==> src/rtl/seq_pkg.sv <==
// seq_pkg: shared types and default sizing for the serial pattern generator
// and the sequence-detector benches that consume its stream.
//   state_t       FSM state encoding (IDLE, SHIFT, GAP_WAIT, DONE)
//   SEQ_DATA_W    default maximum pattern length in bits
//   SEQ_REP_W     default width of the repeat count
//   SEQ_GAP       default idle bit-times between repetitions
package seq_pkg;

  typedef enum logic [1:0] {
    IDLE     = 2'd0,
    SHIFT    = 2'd1,
    GAP_WAIT = 2'd2,
    DONE     = 2'd3
  } state_t;

  localparam int SEQ_DATA_W = 8;
  localparam int SEQ_REP_W  = 4;
  localparam int SEQ_GAP    = 0;

endpackage

==> src/rtl/seq_generator_if.sv <==
// seq_generator_if: request/stream bundle between a pattern source and the
// generator.
//   start       request to transmit (sampled only while the generator is idle)
//   pattern     bits to send, pattern[len] first, pattern[0] last
//   len         pattern length minus 1
//   repeat_cnt  repetitions minus 1
//   x           serial bit stream
//   x_valid     x carries a pattern bit this cycle
//   busy        transfer in progress
//   done        one-cycle pulse after the final bit
// Modports: master = requester / stream consumer, slave = generator.
interface seq_generator_if
  import seq_pkg::*;
#(
  parameter int DATA_W = SEQ_DATA_W,
  parameter int REP_W  = SEQ_REP_W
) ();

  localparam int LEN_W = $clog2(DATA_W);

  logic              start;
  logic [DATA_W-1:0] pattern;
  logic [LEN_W-1:0]  len;
  logic [REP_W-1:0]  repeat_cnt;
  logic              x;
  logic              x_valid;
  logic              busy;
  logic              done;

  modport master (
    output start, pattern, len, repeat_cnt,
    input  x, x_valid, busy, done
  );

  modport slave (
    input  start, pattern, len, repeat_cnt,
    output x, x_valid, busy, done
  );

endinterface

==> src/rtl/seq_bit_counter.sv <==
// seq_bit_counter: loadable down-counter with a zero flag.
//   clk       clock, rising edge
//   reset     asynchronous active-low clear
//   load      load load_val (takes priority over dec)
//   load_val  value to load
//   dec       decrement by one; holds at zero
//   count     current value
//   zero      count == 0
module seq_bit_counter #(
  parameter int W = 4
) (
  input  logic         clk,
  input  logic         reset,
  input  logic         load,
  input  logic [W-1:0] load_val,
  input  logic         dec,
  output logic [W-1:0] count,
  output logic         zero
);

  localparam logic [W-1:0] ONE = 1;

  logic [W-1:0] count_reg;

  always_ff @(posedge clk or negedge reset) begin
    if (!reset) begin
      count_reg <= '0;
    end else if (load) begin
      count_reg <= load_val;
    end else if (dec && (count_reg != '0)) begin
      count_reg <= count_reg - ONE;
    end
  end

  assign count = count_reg;
  assign zero  = (count_reg == '0);

endmodule

==> src/rtl/seq_generator.sv <==
// seq_generator: serialises a latched pattern MSB-first (from bit len down to
// bit 0), repeats it repeat_cnt+1 times with GAP idle cycles between passes,
// then pulses done for one cycle.
//   clk    clock, rising edge
//   reset  asynchronous active-low reset
//   bus    seq_generator_if.slave (start/pattern/len/repeat_cnt in,
//          x/x_valid/busy/done out)
// All outputs are registered; x/x_valid are computed from the transition
// being taken so the first bit appears the cycle after start is sampled.
module seq_generator
  import seq_pkg::*;
#(
  parameter int DATA_W = SEQ_DATA_W,
  parameter int REP_W  = SEQ_REP_W,
  parameter int GAP    = SEQ_GAP
) (
  input  logic            clk,
  input  logic            reset,
  seq_generator_if.slave  bus
);

  localparam int LEN_W = $clog2(DATA_W);
  localparam int GAP_W = 4;
  localparam logic [LEN_W-1:0] LEN_ONE  = 1;
  // The gap counter runs GAP-1 down to 0, one cycle per count.
  localparam logic [GAP_W-1:0] GAP_LOAD = (GAP > 0) ? GAP_W'(GAP - 1) : '0;

  state_t state_reg, state_next;

  logic [DATA_W-1:0] pat_reg;
  logic [LEN_W-1:0]  len_reg;
  logic              accept;

  logic x_reg, x_next;
  logic x_valid_reg, x_valid_next;
  logic busy_reg, busy_next;
  logic done_reg, done_next;

  // Bit index counter
  logic             bit_load, bit_dec, bit_zero;
  logic [LEN_W-1:0] bit_load_val, bit_cnt, bit_idx_m1;

  // Repetition counter
  logic             rep_load, rep_dec, rep_zero;
  logic [REP_W-1:0] rep_cnt;

  // Gap counter
  logic             gap_load, gap_dec, gap_zero;
  logic [GAP_W-1:0] gap_cnt;

  // Only the zero flags of the repetition and gap counters steer the FSM.
  logic unused_cnt;
  assign unused_cnt = ^{rep_cnt, gap_cnt};

  assign bit_idx_m1 = bit_cnt - LEN_ONE;

  seq_bit_counter #(.W(LEN_W)) u_bit_cnt (
    .clk      (clk),
    .reset    (reset),
    .load     (bit_load),
    .load_val (bit_load_val),
    .dec      (bit_dec),
    .count    (bit_cnt),
    .zero     (bit_zero)
  );

  seq_bit_counter #(.W(REP_W)) u_rep_cnt (
    .clk      (clk),
    .reset    (reset),
    .load     (rep_load),
    .load_val (bus.repeat_cnt),
    .dec      (rep_dec),
    .count    (rep_cnt),
    .zero     (rep_zero)
  );

  seq_bit_counter #(.W(GAP_W)) u_gap_cnt (
    .clk      (clk),
    .reset    (reset),
    .load     (gap_load),
    .load_val (GAP_LOAD),
    .dec      (gap_dec),
    .count    (gap_cnt),
    .zero     (gap_zero)
  );

  always_ff @(posedge clk or negedge reset) begin
    if (!reset) begin
      state_reg   <= IDLE;
      pat_reg     <= '0;
      len_reg     <= '0;
      x_reg       <= 1'b0;
      x_valid_reg <= 1'b0;
      busy_reg    <= 1'b0;
      done_reg    <= 1'b0;
    end else begin
      state_reg   <= state_next;
      x_reg       <= x_next;
      x_valid_reg <= x_valid_next;
      busy_reg    <= busy_next;
      done_reg    <= done_next;
      if (accept) begin
        pat_reg <= bus.pattern;
        len_reg <= bus.len;
      end
    end
  end

  always_comb begin
    state_next   = state_reg;
    accept       = 1'b0;
    x_next       = 1'b0;
    x_valid_next = 1'b0;
    bit_load     = 1'b0;
    bit_load_val = len_reg;
    bit_dec      = 1'b0;
    rep_load     = 1'b0;
    rep_dec      = 1'b0;
    gap_load     = 1'b0;
    gap_dec      = 1'b0;

    case (state_reg)
      IDLE: begin
        if (bus.start) begin
          accept       = 1'b1;
          state_next   = SHIFT;
          bit_load     = 1'b1;
          bit_load_val = bus.len;
          rep_load     = 1'b1;
          // First bit comes straight from the inputs being latched.
          x_next       = bus.pattern[bus.len];
          x_valid_next = 1'b1;
        end
      end

      SHIFT: begin
        if (!bit_zero) begin
          bit_dec      = 1'b1;
          x_next       = pat_reg[bit_idx_m1];
          x_valid_next = 1'b1;
        end else if (!rep_zero) begin
          // The repetition is consumed at the wrap point; whether a gap
          // follows is invisible to the count.
          rep_dec = 1'b1;
          if (GAP > 0) begin
            state_next = GAP_WAIT;
            gap_load   = 1'b1;
          end else begin
            bit_load     = 1'b1;
            x_next       = pat_reg[len_reg];
            x_valid_next = 1'b1;
          end
        end else begin
          state_next = DONE;
        end
      end

      GAP_WAIT: begin
        gap_dec = 1'b1;
        if (gap_zero) begin
          state_next   = SHIFT;
          bit_load     = 1'b1;
          x_next       = pat_reg[len_reg];
          x_valid_next = 1'b1;
        end
      end

      DONE: begin
        state_next = IDLE;
      end

      default: begin
        state_next = IDLE;
      end
    endcase

    busy_next = (state_next == SHIFT) || (state_next == GAP_WAIT);
    done_next = (state_next == DONE);
  end

  assign bus.x       = x_reg;
  assign bus.x_valid = x_valid_reg;
  assign bus.busy    = busy_reg;
  assign bus.done    = done_reg;

endmodule

==> src/flat_wrapper.sv <==
// flat-port wrapper written by rule: the top's interface ports become plain ports
module seq_generator_flat import seq_pkg::*;
#(
  parameter int DATA_W = SEQ_DATA_W,
  parameter int REP_W  = SEQ_REP_W,
  parameter int GAP    = SEQ_GAP
)
  (clk, reset, bus_start, bus_pattern, bus_len, bus_repeat_cnt, bus_x, bus_x_valid, bus_busy, bus_done);
  seq_generator_if #(.DATA_W(DATA_W), .REP_W(REP_W)) bus_i ();
  input  logic clk;
  input  logic reset;
  input wire logic [$bits(bus_i.start)-1:0] bus_start;
  input wire logic [$bits(bus_i.pattern)-1:0] bus_pattern;
  input wire logic [$bits(bus_i.len)-1:0] bus_len;
  input wire logic [$bits(bus_i.repeat_cnt)-1:0] bus_repeat_cnt;
  output wire logic [$bits(bus_i.x)-1:0] bus_x;
  output wire logic [$bits(bus_i.x_valid)-1:0] bus_x_valid;
  output wire logic [$bits(bus_i.busy)-1:0] bus_busy;
  output wire logic [$bits(bus_i.done)-1:0] bus_done;
  assign bus_i.start = bus_start;
  assign bus_i.pattern = bus_pattern;
  assign bus_i.len = bus_len;
  assign bus_i.repeat_cnt = bus_repeat_cnt;
  assign bus_x = bus_i.x;
  assign bus_x_valid = bus_i.x_valid;
  assign bus_busy = bus_i.busy;
  assign bus_done = bus_i.done;
  seq_generator #(.DATA_W(DATA_W), .REP_W(REP_W), .GAP(GAP)) u_core (.clk(clk), .reset(reset), .bus(bus_i));
endmodule
==> config.mk <==
export PLATFORM = sky130hd
export DESIGN_NAME = seq_generator_flat
export DESIGN_NICKNAME = d
export VERILOG_FILES = /design/src/rtl/seq_pkg.sv /design/src/rtl/seq_generator_if.sv /design/src/rtl/seq_bit_counter.sv /design/src/rtl/seq_generator.sv /design/src/flat_wrapper.sv
export SDC_FILE = /design/constraint.sdc
export NUM_CORES = 1
export LEC_CHECK = 0
export ABC_AREA = 0
export CAP_MARGIN = 20
export CORE_ASPECT_RATIO = 2
export CORE_MARGIN = 2
export CORE_UTILIZATION = 40
export CTS_BUF_LIST = sky130_fd_sc_hd__clkbuf_4 sky130_fd_sc_hd__clkbuf_8
export DETAILED_ROUTE_END_ITERATION = 10
export PLACE_DENSITY = 0.61
export SLEW_MARGIN = 5
export SYNTH_ARGS = -nofsm -noshare
export SYNTH_HDL_FRONTEND = slang
export SYNTH_SLANG_ARGS = --single-unit
==> constraint.sdc <==
create_clock -name clk -period 1.92 [get_ports clk]
set_input_delay 0.192 -clock clk [delete_from_list [all_inputs] [get_ports clk]]
set_output_delay 0.192 -clock clk [all_outputs]
set_load 0.01 [all_outputs]
==> results.sh <==
export IMPL_setup_ws_ns=0.138
export IMPL_hold_viol=0
export IMPL_setup_viol=0
export IMPL_switching_power_mw=0.830
export IMPL_crit_family="simple AND/OR/NAND/NOR gates"
export IMPL_largest_reg_flops=8
export IMPL_drive_gt1_share_pct=15.7
export IMPL_rsz0062_at_grt="no"
export IMPL_fmax_mhz=561
export IMPL_ys_flop_type="dfrtp_1"
export IMPL_drv_slew=0
export IMPL_crit_chain="inv_1 > ha_1 > or3b_4 > nand2b_1 > o21ai_1 > ha_1"
export IMPL_dpl_hpwl_mm=2.69
export IMPL_cts_resized=0
export IMPL_layout_cells_most_common_list="33 x nand2_1, 28 x dfrtp_1, 21 x clkdlybuf4s50_1"
export IMPL_ant_nets=0
export IMPL_ir_drop_mv=0.637
export IMPL_avgSynthCellArea_um2=10.4
export IMPL_final_nets=196
export IMPL_fillers=347
export IMPL_drt_initial_drc_count=22
export IMPL_wl_per_cell_um=14.9
export IMPL_worst_path_buf_inv=1
export IMPL_leakage_nw=0.843
export IMPL_whs_ns=0.295
export IMPL_cts_buffer_depth=2
export IMPL_fp_dieH_um=90.0
export IMPL_final_common_cell="nand2_1"
export IMPL_synth_area_um2=1480
export IMPL_core_um2=3570
export IMPL_cts_made_buffers=3
export IMPL_vias=1160
export IMPL_comb_power_share_pct=43.8
export IMPL_antenna_found_initial=0
export IMPL_worstMarginPinSlew_ns=0.367
export IMPL_p_int_mw=1.58
export IMPL_cp_start_kind="register"
export IMPL_path_common_cell="ha_1"
export IMPL_critPathCaptureType="register"
export IMPL_grt_use_total_pct=18.2
export IMPL_clk_pin_slew_worst_paths_ns=0.09
export IMPL_die_w_um=47.0
export IMPL_pwr_share_seq_pct=41.4
export IMPL_clk_latency_ns=0.27
export IMPL_power_density_nw_per_um2=1290
export IMPL_synth_warnings=0
export IMPL_final_min_clock_period_ns=1.78
export IMPL_pwr_share_clk_pct=14.8
export IMPL_synth_top_area_share_pct=47.4
export IMPL_ys_top_cells_by_area="dfrtp_1 47%, nand2_1 8.4%, mux4_2 6.1%, ha_1 4.2%, mux4_1 3.6%"
export IMPL_io_pins=22
export IMPL_cap_violations=0
export IMPL_place_gp_congestion=0.771
export IMPL_cts_setup_buffers=0
export IMPL_yosys_area_top_type="dfrtp_1"
export IMPL_crit_slowest_cell="or3b_4"
export IMPL_htreeDepth=1
export IMPL_final_cell_count_no_fill=221
export IMPL_slowest_delay_ns=0.42
export IMPL_ys_ff_latch=28
export IMPL_timing_slew_headroom_pct=75.2
export IMPL_drc_errors=0
export IMPL_portBuffers=21
export IMPL_power_total_mw=2.41
export IMPL_vias_per_cell=5.25
export IMPL_grt_pass1_wl_mm=5.56
export IMPL_rows=31
export IMPL_skew_ns=0.00354
export IMPL_synth_distinct_cells=34
export IMPL_cts_tree="built"
export IMPL_root_buffer="clkbuf_8"
export IMPL_fin_crit_sh_pct=92.8
export IMPL_synth_edff_count=0
export IMPL_grt_overflow_total=0
export IMPL_diodes=0
export IMPL_die_area_um2=4230
export IMPL_cp_arrival_ns=1.94
export IMPL_dp_cells=217
export IMPL_syn2layout_area_growth_pct=25.8
export IMPL_wirelength_mm=3.30
export IMPL_cts_hold_buf=0
export IMPL_tns_ns=0
export IMPL_syn_instance_count=142
export IMPL_cp_data_required_time_ns=2.08
export IMPL_cts_sinks=28
export IMPL_dr_pass1_iters=4
export IMPL_start_util_pct=41.4
export IMPL_grt_pass1_vias=1261
export IMPL_preCtsSetupSlack_ns=-0.00487
export IMPL_worstSetupPathType="reg -> reg"
export IMPL_ys_seq_area_share_pct=47.4
export IMPL_grt_max_degree=29
export IMPL_swShare_pct=34.5
export IMPL_hold_class="in -> async"
export IMPL_status="complete, no violations"
export IMPL_syn_nets=165
export IMPL_ys_async_sr_fraction_pct=100
export IMPL_crit_path_max_fanout=4
cell type report:
cell class / instances / area, um^2 / share of cell area [%]
clock buffers: 4 / 55.1 / 2.96
inverters: 7 / 26.3 / 1.41
multi-input cells: 104 / 747 / 40.1
flip-flops and latches: 28 / 701 / 37.7
well taps: 49 / 61.3 / 3.30
repair buffers: 29 / 270 / 14.5
synthesized netlist by cell type, drive strengths merged (3+ instances only):
master / n
nor2b: 3
xor2: 3
nor3b: 3
clkbuf: 3
dfrtp: 28
nand2b: 3
ha: 5
mux4: 6
nand3: 4
a21oi: 4
nor2: 6
nand2: 34
inv: 7
o21ai: 7
mux2: 4
xnor2: 3
nor3: 4
stage by stage:
step	cell area (um^2)	util (%)
after floorplan	1480	-
after global placement	1800	50.4
after detailed placement	1800	50.4
after CTS	1850	51.9
after global routing	1860	52.1
final	1860	52.1
worst reg2reg max path, delay by kind of cell (launching register included):
family / cells / cell delay (ns)
buffers and inverters: 1 / 0.09
adders and majority gates: 2 / 0.43
and+or+nand+nor: 2 / 0.59
AOI/OAI and AO/OA: 1 / 0.17
DFF: 1 / 0.39
metal layers:
metal	wire, um	track usage, %	vias to the layer above
li1	-	-	550
met1	1150	18.3	584
met5	0	0	-
met4	47	6.02	0
met2	2040	34.6	22
met3	72	2.01	4
path summary, 6_finish.rpt:
path | cells past startpoint | slack (ns) | startpoint | to
setup / recovery | 6 | 0.14 | u_core.u_rep_cnt.count[0] | u_core.bus.busy
hold / removal | 2 | 0.30 | reset | u_core.u_gap_cnt.count[3]
setup reg to reg | 6 | 0.14 | u_core.u_rep_cnt.count[0] | u_core.bus.busy
hold reg to reg | 1 | 0.50 | u_core.u_gap_cnt.count[3] | u_core.u_gap_cnt.count[3]
max in group asynchronous | 2 | 1.36 | reset | u_core.state_reg[1]
min in group clk | 3 | 0.47 | bus_pattern[6] | u_core.pat_reg[6]
cell families after synthesis:
family	share of synthesized area, %
and+or+nand+nor	21.7
DFF	47.4
AOI/OAI and AO/OA	6.43
muxes	14.0
buffers and inverters	2.62
xor gates and xnor gates	3.55
adders and majority gates	4.23
power by group through the flow:
stage | Clock, mW | Combinational [mW] | Sequential (mW)
after floorplan | 0 | 0.741 | 0.950
after global placement | 0 | 1.01 | 0.991
after detailed placement | 0 | 1.04 | 1.01
after CTS | 0.369 | 1.05 | 0.994
after global routing | 0.395 | 1.18 | 1.01
final | 0.357 | 1.05 | 0.996
Power figures use the tool's default switching activity.
